==> config.mk <==
export PLATFORM = sky130hd
export DESIGN_NAME = phrase_packer
export DESIGN_NICKNAME = d
export VERILOG_FILES = /design/src/rtl/phrase_packer.sv
export SDC_FILE = /design/constraint.sdc
export NUM_CORES = 1
export LEC_CHECK = 0
export CORE_MARGIN = 3
export CORE_UTILIZATION = 45
export DETAILED_ROUTE_END_ITERATION = 6
export DONT_BUFFER_PORTS = 1
export PLACE_DENSITY = 0.7
export RECOVER_POWER = 50
export SLEW_MARGIN = 5
export SYNTH_ARGS = -nofsm -noshare
export SYNTH_HDL_FRONTEND = slang
export SYNTH_SLANG_ARGS = --single-unit
==> constraint.sdc <==
create_clock -name clk_in -period 2.4 [get_ports clk_in]
set_clock_uncertainty 0.05 [all_clocks]
set_input_delay 0.36 -clock clk_in [delete_from_list [all_inputs] [get_ports clk_in]]
set_output_delay 0.36 -clock clk_in [all_outputs]
set_load 0.05 [all_outputs]
==> src/rtl/phrase_packer.sv <==
// Packs WORDS input words of WORD_W bits into one phrase for the DRAM write path.
// A frame boundary or a flush closes a partial phrase early and pads the unused slots.
module phrase_packer #(
   parameter int WORD_W = 16,
   parameter int WORDS = 8,
   parameter logic [WORD_W-1:0] PAD_WORD = '0
) (
   input  logic                         clk_in,
   input  logic                         rst_in,
   input  logic                         valid_in,
   output logic                         ready_in,
   input  logic [WORD_W-1:0]            data_in,
   input  logic                         newframe_in,
   input  logic                         flush_in,
   output logic                         valid_out,
   input  logic                         ready_out,
   output logic [WORD_W*WORDS-1:0]      data_out,
   output logic                         tuser_out,
   output logic [$clog2(WORDS+1)-1:0]   fill_out
);

   localparam int CW = $clog2(WORDS + 1);
   localparam int IW = $clog2(WORDS);
   localparam logic [CW-1:0] FULL = CW'(WORDS);

   logic [WORD_W-1:0]       slot_q [WORDS];
   logic [CW-1:0]           cnt_q;
   logic                    closePending_q;
   logic                    frame_q;

   logic                    complete;
   logic                    xfer;
   logic                    accept;
   logic                    closeReq;
   logic [CW-1:0]           cntBase;
   logic [CW-1:0]           cnt_d;
   logic                    closePending_d;
   logic [IW-1:0]           slotIdx;
   logic [WORD_W*WORDS-1:0] phrase;

   assign complete = (cnt_q == FULL) || closePending_q;
   assign xfer     = complete && (!valid_out || ready_out);
   assign ready_in = !closePending_q && !(newframe_in && (cnt_q != '0)) &&
                     ((cnt_q != FULL) || xfer);
   assign accept   = valid_in && ready_in;
   assign closeReq = flush_in || (valid_in && newframe_in && (cnt_q != '0));
   assign cntBase  = xfer ? '0 : cnt_q;
   assign cnt_d    = cntBase + CW'(accept);
   assign slotIdx  = cntBase[IW-1:0];

   // A close request only sticks if words remain after this cycle, so no empty phrase is emitted.
   assign closePending_d = (closeReq && (cnt_d != '0)) || (closePending_q && !xfer);

   always_comb begin
      phrase = '0;
      for (int k = 0; k < WORDS; k++) begin
         phrase[WORD_W*(WORDS-k)-1 -: WORD_W] = (int'(cnt_q) > k) ? slot_q[k] : PAD_WORD;
      end
   end

   always_ff @(posedge clk_in or negedge rst_in) begin
      if (!rst_in) begin
         cnt_q          <= '0;
         closePending_q <= 1'b0;
         frame_q        <= 1'b0;
         for (int k = 0; k < WORDS; k++) begin
            slot_q[k] <= '0;
         end
      end else begin
         cnt_q          <= cnt_d;
         closePending_q <= closePending_d;
         if (accept) begin
            slot_q[slotIdx] <= data_in;
            if (cntBase == '0) begin
               frame_q <= newframe_in;
            end
         end
      end
   end

   always_ff @(posedge clk_in or negedge rst_in) begin
      if (!rst_in) begin
         valid_out <= 1'b0;
         data_out  <= '0;
         tuser_out <= 1'b0;
         fill_out  <= '0;
      end else if (xfer) begin
         valid_out <= 1'b1;
         data_out  <= phrase;
         tuser_out <= frame_q;
         fill_out  <= cnt_q;
      end else if (ready_out) begin
         valid_out <= 1'b0;
      end
   end

endmodule

Yosys cells after proc, flatten, opt, wreduce, memory -nomap -nowiden. Index checks and enable logic that the tools add are counted.

Eq/ne operators: 2. Multiplexer cells: 14. Bitwise gates (word level): 1. Reductions and logical operators: 24. Add/sub/neg operators: 1. Order comparisons: 10.

Operators by type and width (number): 16-bit 2-to-1 mux (9); 128-bit bitwise mux (1); 16-bit demux with 3-bit select (1); 4-bit by 3-bit > comparator with 1-bit output, second input constant (4); 1-bit logical AND (10); 4-bit by 1-bit > comparator with 1-bit output, second input constant (2); 4-bit by 2-bit > comparator with 1-bit output, second input constant (2); 4-bit nonzero test (2); 1-bit logical OR (5); 4-bit by 1-bit adder with 4-bit output (1); 4-bit equality test, second input constant (1); 4-bit >= comparator, second input constant (1); 1-bit logical NOT (4); 4-bit logical NOT (1); 4-bit by 1-bit less-than comparator with 1-bit output, second input constant (1); 4-bit 2-to-1 mux (1); 4-bit inequality test, second input constant (1); 3-bit NOT with 4-bit output (1); 1-bit 2-to-1 mux (2); 2-bit AND reduction (1); 2-bit nonzero test (1).

Register bits after elaboration: 268. Logic and storage cells: 67.

Longest topological paths before layout. Gate-level depths: netlist of the first run.

Word-level depth: 10. Gate-level depth with buffers: 8. Mapped depth without buffers: 7.

Least setup slack after synthesis of the first run. OpenSTA, ideal clock, no wires.

Path kind: register to output. Start: register cnt_q[2]. End: output ready_in. Data required time: 1990 ps. Path buffers: 0. Cell stages (with the launch flop): 3. Setup slack: -145 ps. Data arrival time: 2135 ps. Path through: dfrtp_1 > o41a_1 > a211oi_1.

Cells in the longest elaborated chain, start to end: 5.

Ends and longest elaborated chain: start, declared (RTL line 27) `logic [CW-1:0] cnt_q;`; start signal, assigned (RTL line 70) `cnt_q <= cnt_d;`; 4-bit equality test / 4-bit nonzero test (equally long branches) (RTL line 41, 43); 1-bit logical OR / 1-bit logical AND (equally long branches) (RTL line 41, 43); 1-bit logical AND / 1-bit logical NOT (equally long branches) (RTL line 42, 43); 1-bit logical OR / 1-bit logical AND (equally long branches) (RTL line 44, 43); 1-bit logical AND (*) (RTL line 43) `assign ready_in = !closePending_q && !(newframe_in && (cnt_q != '0)) &&`; end, declared (RTL line 11) `output logic ready_in,`.

Mark *: on every way between the ends. The rest lies on a longest branch, timed or not.

Worst setup path after layout of the first run.
Start: register cnt_q[1]. End: register closePending_q.

Cells in the longest elaborated chain, start to end: 10.

Ends and longest elaborated chain: 4-bit equality test / 4-bit nonzero test (equally long branches) (RTL line 41, 43); 1-bit logical OR / 1-bit logical AND (equally long branches) (RTL line 41, 43); 1-bit logical AND / 1-bit logical NOT (equally long branches) (RTL line 42, 43); 1-bit logical OR / 1-bit logical AND (equally long branches) (RTL line 44, 43); 1-bit logical AND (RTL line 43); 1-bit logical AND (RTL line 45) `assign accept = valid_in && ready_in;`; 4-bit by 1-bit adder with 4-bit output (*) (RTL line 48) `assign cnt_d = cntBase + CW'(accept);`; net cnt_d[1] (RTL line 36) `logic [CW-1:0] cnt_d;`; 4-bit nonzero test (*) (RTL line 52) `assign closePending_d = (closeReq && (cnt_d != '0)) || (closePending_q && !xfer);`; 1-bit logical AND (*) (RTL line 52); 1-bit logical OR (*) (RTL line 52); net closePending_d (RTL line 37) `logic closePending_d;`; end signal, assigned (RTL line 71) `closePending_q <= closePending_d;`; end, declared (RTL line 28) `logic closePending_q;`.

Mark *: on every way through the listed nets, which the timed path passes. The rest lies on a longest branch. A chain may end at the register's enable or synchronous reset.

==> reports/qor.yml, run 1 <==
synth:
  synth.area.mux_share_pct: 14.8
  synth_nets: 909
  ys_types: 41
  synth_top_family_by_area: "multiplexers"
  synth_fa_ha_area_share_pct: 0.239
  avgSynthCellArea_um2: 11.8
  synth_area_mm2: 0.0105
  synth_compound_area_share_pct: 7.29
  yosys_warnings: 0
  synth_xor_area_share_pct: 0.167
  synthSimpleGateAreaFrac_pct: 10.9
  ys_seq_area_share_pct: 64.0
  syn_inst: 885
  ys_ff_latch: 268
placed_design:
  place_ws_ns: 0.0729
  dpl_cell_area_mm2: 0.0108
  place_congestion: 0.777
  hpwl_mm: 15.2
  numPortBuffers: 0
  placedCellCount: 1166
detailed_routing:
  drtIter0Drc: 338
  vias: 6521
  dr.pass1.iters: 4
  drcViolationCount: 0
  wl_per_cell_um: 20.2
  wirelength_mm: 25.0
  viasPerCell: 5.27
  ant_nets: 0
cts:
  cts_buffers: 28
  path_clk_slew_ns: 0.06
  htreeDepth: 1
  root_buffer: "clkbuf_16"
  clk_path_buf_depth: 3
  cts_sinks: 268
  holdBufCountCts: 18
  clkLatencyLatePin_ns: 0.54
  cts_tree: "built"
sta:
  min_period_ns: 2.38
  worst_slew_pin_slew_ns: 0.668
  rsz0062_at_grt: "true"
  fin_crit_sh_pct: 99.2
  setup_ws_ns: 0.0203
  setup_viol: 0
  hold_ws_ns: -0.524
  finalMaxSlewViolations: 0
  fmax_mhz: 420
  relSlewSlack_pct: 55.5
  hold_viol_final: 268
worst_hold_path:
  min_path_type: "in2async"
global_route:
  grt_start_max_net_pins: 269
  grt_pass1_wl_mm: 38.3
  grt_usage_pct: 19.8
  antenna_found_initial: 1
  grt.overflow.total: 0
  grt_pass1_vias: 6610
power:
  p_int_uw: 9600
  cellLeakagePower_uw: 0.00551
  power.density_mw_per_mm2: 1250
  power_frac_comb_pct: 20.4
  seqPwrFrac_pct: 52.1
  p_sw_uw: 5390
  irDropWorstVdd_v: 0.000598
  clock_power_share_pct: 27.6
  power_uw: 15000
  switching_share_pct: 36.0
die:
  start_util_pct: 46.0
  core_mm2: 0.0228
  die_area_mm2: 0.0252
  die_w_um: 159
  num_rows: 55
  pin_count: 157
  die_y_um: 159
final_layout:
  syn_to_final_growth_pct: 14.4
  stdcell_count: 1238
  final_cell_mix: "dfrtp_1, nand2_1, o21ai_0, mux2_2, clkbuf_16"
  fin_area_mm2: 0.0120
  fin_nets: 930
  drive_gt1_share_pct: 23.9
  final_common_cell: "dfrtp_1"
  fillers: 1943
run_status:
  status: "complete, but fails checks"
  violations: "hold timing"
worst_setup_path:
  worstPathArrival_ns: 2.74
  cp.required_ns: 2.76
  crit_type: "reg2reg"
  cp_max_fo: 2
  cp-start-kind: "flop"
  end_kind: "flop"
flow_run:
  timing.max_cap.violations: 0
## flip-flops by register name (all words and copies together), names as in the netlist
register	cells
frame_q	1
valid_out	1
tuser_out	1
cnt_q	4
data_out	128
slot_q	128
fill_out	4
closePending_q	1
## cells in the mapped netlist
cell type  number  area (um2)
dfrtp_1       268        6710
nand2_1       258         968
o21ai_0       129         646
mux2_2        124        1400
clkbuf_1       47         176
mux2_4         10         150
clkbuf_8        3        41.3
nor2_1          3        11.3
a21boi_0        2        15.0
a21o_1          2        15.0
and2_1          2        12.5
buf_2           2        10.0
buf_6           2        22.5
ha_1            2        25.0
nand2b_1        2        12.5
nand3_1         2        10.0
nor2b_1         2        12.5
or3_1           2        12.5
a2111oi_4       1        27.5
a211o_1         1        8.76
a211oi_1        1        7.51
a221o_2         1        11.3
a31o_2          1        8.76
and2b_2         1        8.76
and3_1          1        6.26
and3b_1         1        8.76
buf_1           1        3.75
buf_12          1        20.0
inv_1           1        3.75
nand3_4         1        17.5
nand4_1         1        6.26
nand4b_1        1        8.76
nor4b_1         1        8.76
nor4b_4         1        23.8
o21ai_1         1        5.00
o31a_1          1        8.76
o41a_1          1        11.3
or2_2           1        6.26
or3_2           1        7.51
xnor2_1         1        8.76
xor2_1          1        8.76
## cell families after synthesis
family / after synthesis
AO/OA/AOI/OAI: 141
XOR/XNOR: 2
adder cells (fa/ha/maj): 2
buffers and inverters: 57
flip-flops: 268
multiplexers: 134
AND/OR/NAND/NOR: 281
## metrics by stage
stage | TNS [ns] | utilization (%)
after floorplan | 0 | -
final | 0 | 52.6
after global placement | 0 | 47.6
after CTS | 0 | 52.5
after detailed placement | 0 | 47.6
after global routing | -0.264 | 52.6
## power by group through the flow
stage,Combinational [uW],Clock [uW],Sequential (uW)
3_3_place_gp,2780,0,7840
2_1_floorplan,2340,0,7640
3_5_place_dp,2870,0,7900
4_1_cts,3050,4230,7800
5_1_grt,3390,4400,7970
6_report,3050,4130,7800
## cell type report
cell class	count	area (um2)	area share [%]
sequential	268	6710	56.0
multi-input combinational	560	3560	29.7
clock buffer	39	803	6.70
timing repair buffer	47	452	3.77
tap	313	392	3.27
clock inverter	9	72.6	0.605
inverter	1	3.75	0.0313
antenna	1	2.50	0.0209
## path summary, 6_finish.rpt
path,start,endpoint,slack [ns],depth (start not counted)
worst max-delay path,cnt_q[1],closePending_q,0.02,7
worst min-delay path,rst_in,slot_q[111],-0.52,0
worst max register to register,cnt_q[1],closePending_q,0.02,7
worst min register to register,slot_q[33],slot_q[33],0.45,1
max in group asynchronous,rst_in,cnt_q[2],2.27,0
min in group clk_in,valid_in,closePending_q,0.06,2
## critical path, stage by stage (launching register included)
cell and delay (ns):
dfrtp_2 0.40, o41a_1 0.47, buf_4 0.16, a2111oi_4 0.23, ha_2 0.28, ha_4 0.21
a211o_1 0.23, o31a_1 0.23
## routing by layer
layer  global-route usage, %  vias up  routed length (um)
met1                    26.3     3290               10800
met3                    7.15       43                2220
met4                    4.71        2                 570
met2                    31.3      175               11400
met5                       0        -                  13
li1                        -     3011                   -
## what timing repair did
item,4_1_cts,5_1_grt
setup buffers,5,0
cloned,0,0
resized for setup,5,9
endpoints found under the setup margin,1,60
pin swaps,4,3
endpoints found under the hold margin,398,268
(Power assumes the default switching activity.)
==> inputs of run 2 (changes only) <==
--- a/config.mk
+++ b/config.mk
@@ -6,11 +6,12 @@
 export NUM_CORES = 1
 export LEC_CHECK = 0
 export CORE_MARGIN = 3
-export CORE_UTILIZATION = 45
+export CORE_UTILIZATION = 47
+export CTS_CLUSTER_DIAMETER = 50
 export DETAILED_ROUTE_END_ITERATION = 6
 export DONT_BUFFER_PORTS = 1
-export PLACE_DENSITY = 0.7
-export RECOVER_POWER = 50
+export PLACE_DENSITY = 0.72
+export RECOVER_POWER = 25
 export SLEW_MARGIN = 5
 export SYNTH_ARGS = -nofsm -noshare
 export SYNTH_HDL_FRONTEND = slang
==> run 2 against run 1 <==
Net effect:
- the run still ends with hold timing left
- total power is 3.8% higher
- clock-buffer cell count is 3 lower
- flip-flop and latch count stayed put
- critical path depth is 1 lower
- fmax hardly changed
- largest cell class unchanged
==> reports/qor.yml, run 2 (synthesis gave the netlist of run 1 again) <==
run_status:
  status: "complete, but fails checks"
  violations: "hold timing"
die:
  die_w_um: 155  # -2.1%
  die_area_mm2: 0.0241  # -4.1%
  num_rows: 54  # -1.8%
  die_y_um: 155  # -2.1%
  core_mm2: 0.0219  # -3.9%
  pin_count: 157  # unchanged
  start_util_pct: 47.9  # +1.9 points
worst_setup_path:
  crit_type: "reg2reg"
  crit_path_max_incr_delay_ns: 0.50  # +0.03 ns
  end_kind: "flop"
  cp_max_fo: 4  # +2
  critical_path.slowest_cell: "o41a_1"
  worstPathArrival_ns: 2.74  # about the same
  reg2reg_from: "cnt_q[1]"
  cp-start-kind: "flop"
  crit_path_start: "cnt_q[1]"
  cp.required_ns: 2.76  # about the same
  crit_chain: "o41a_1, a2111oi_4, ha_2, ha_4, a211o_1, o31a_1"
sta:
  fmax_mhz: 421  # about the same
  relSlewSlack_pct: 52.4  # -3.1 points
  hold_ws_ns: -0.521  # +0.00292 ns
  worst_slew_pin_slew_ns: 0.712  # +0.0446 ns
  min_period_ns: 2.38  # -0.00236 ns
  finalMaxSlewViolations: 0  # unchanged
  fin_crit_sh_pct: 99.1  # about the same
  rsz0062_at_grt: "true"
  hold_viol_final: 268  # unchanged
  setup_viol: 0  # unchanged
final_layout:
  stdcell_count: 1205  # -2.7%
  final_cell_mix: "dfrtp_1, nand2_1, o21ai_0, mux2_2, clkbuf_16"
  fin_area_mm2: 0.0121  # +0.71%
  reg.largest.list: "data_out: 128 flops, slot_q: 128 flops"
  drive_gt1_share_pct: 24.6  # +0.73 points
  syn_to_final_growth_pct: 15.2
  antenna_cells: 0  # -1
  fin_nets: 928  # -0.22%
  final_common_cell: "dfrtp_1"
cts:
  clkLatencyLatePin_ns: 0.53  # about the same
  cts_buffers: 30  # +7.1%
  htreeDepth: 1  # unchanged
  root_buffer: "clkbuf_16"
  cts_sinks: 268  # unchanged
  cts_tree: "built"
  clk_path_buf_depth: 3  # unchanged
  holdBufCountCts: 17  # -1
  path_clk_slew_ns: 0.06  # about the same
placed_design:
  dpl_cell_area_mm2: 0.0108  # -0.77%
  hpwl_mm: 14.6  # -4.0%
  place_congestion: 0.781  # +0.54%
  numPortBuffers: 0  # unchanged
  placedCellCount: 1129  # -3.2%
detailed_routing:
  dr_wl_met3_mm: 2.35  # +5.8%
  viasPerCell: 5.39  # +2.2%
  wl_per_cell_um: 20.2  # -0.11%
  dr_wl_met2_mm: 11.0  # -3.4%
  vias: 6489  # -0.49%
  drcViolationCount: 0  # unchanged
  routed.top_layer: "met5"
  drtIter0Drc: 482  # +43%
  met1_length_mm: 10.5  # -3.0%
  ant_nets: 0  # unchanged
  wirelength_mm: 24.3  # -2.8%
  dr.pass1.iters: 4  # unchanged
global_route:
  antenna_found_initial: 1  # unchanged
  grt_pass1_wl_mm: 37.8  # -1.2%
  grt.overflow.total: 0  # unchanged
  grt_usage_pct: 19.8  # +0.040 points
  grt_pass1_vias: 6553  # -0.86%
  grt_start_max_net_pins: 269  # unchanged
power:
  cellLeakagePower_uw: 0.00556  # +1.0%
  irDropWorstVdd_v: 0.000667  # +12%
  power.density_mw_per_mm2: 1290  # +3.1%
flow_run:
  timing.max_cap.violations: 0  # unchanged
worst_hold_path:
  min_path_type: "in2async"
run 2: cell types whose count changed in the layout (fill, tap and decap cells not counted), moves of 2 or more:
cell        previous run  this run
clkinvlp_4             1         3
mux2_4                16        12
bufinv_16              1         5
mux2_2               118       122
clkbuf_1               7         1
clkbuf_16             29        31
run 2: path summary, 6_finish.rpt:
check | endpoint | slack, ns | cells past startpoint
setup / recovery | closePending_q | 0.02 | 6
hold / removal | data_out[67] | -0.52 | 0
max in group asynchronous | valid_out | 2.25 | 0
min in group clk_in | closePending_q | 0.02 | 2
setup reg to reg | closePending_q | 0.02 | 6
hold reg to reg | slot_q[92] | 0.45 | 1
run 2: layout make-up:
| type | instances | area [um2] |
|---|---|---|
| repair buffers | 43 | 407 |
| inverters | 1 | 3.75 |
| flip-flops and latches | 268 | 6710 |
| clock inverters | 17 | 231 |
| well taps | 280 | 350 |
| multi-input cells | 560 | 3540 |
| fillers | 1851 | 9810 |
| clock buffers | 36 | 835 |
run 2: repair_timing:
item,in CTS,in global routing
buffers inserted,3,4
resized for setup,2,6
pin swaps,1,7
hold endpoints to repair,397,268
endpoints found under the setup margin,1,1
run 2: report_power, final:
part           total (uW)  internal [uW]  switching, uW
clock                4810           3010           1800
combinational        2960           1370           1600
sequential           7790           5760           2030
total               15600          10100           5430
run 2: critical path: cells and delay by family, from the launching register on:
kind                     cells  cell delay, ns
AO/OA/AOI/OAI                4            1.29
adder cells (fa/ha/maj)      2            0.51
flip-flops                   1            0.40
run 2: routing by layer:
| layer | track usage, % | vias to the layer above |
|---|---|---|
| met2 | 31.2 | 194 |
| met3 | 6.51 | 37 |
| met5 | 0 | - |
| met4 | 5.04 | 2 |
| li1 | - | 3004 |
| met1 | 26.8 | 3252 |
run 2: through the flow:
step / TNS (ns) / power, uW / worst slack [ns] / util (%)
after floorplan: 0 / 9980 / 0.0120 / -
after global placement: 0 / 10500 / 0.197 / 49.2
after detailed placement: 0 / 10700 / 0.119 / 49.2
after CTS: 0 / 15600 / 0.0353 / 54.9
after global routing: -0.0931 / 16300 / -0.0621 / 55.2
final: 0 / 15600 / 0.0226 / 55.2
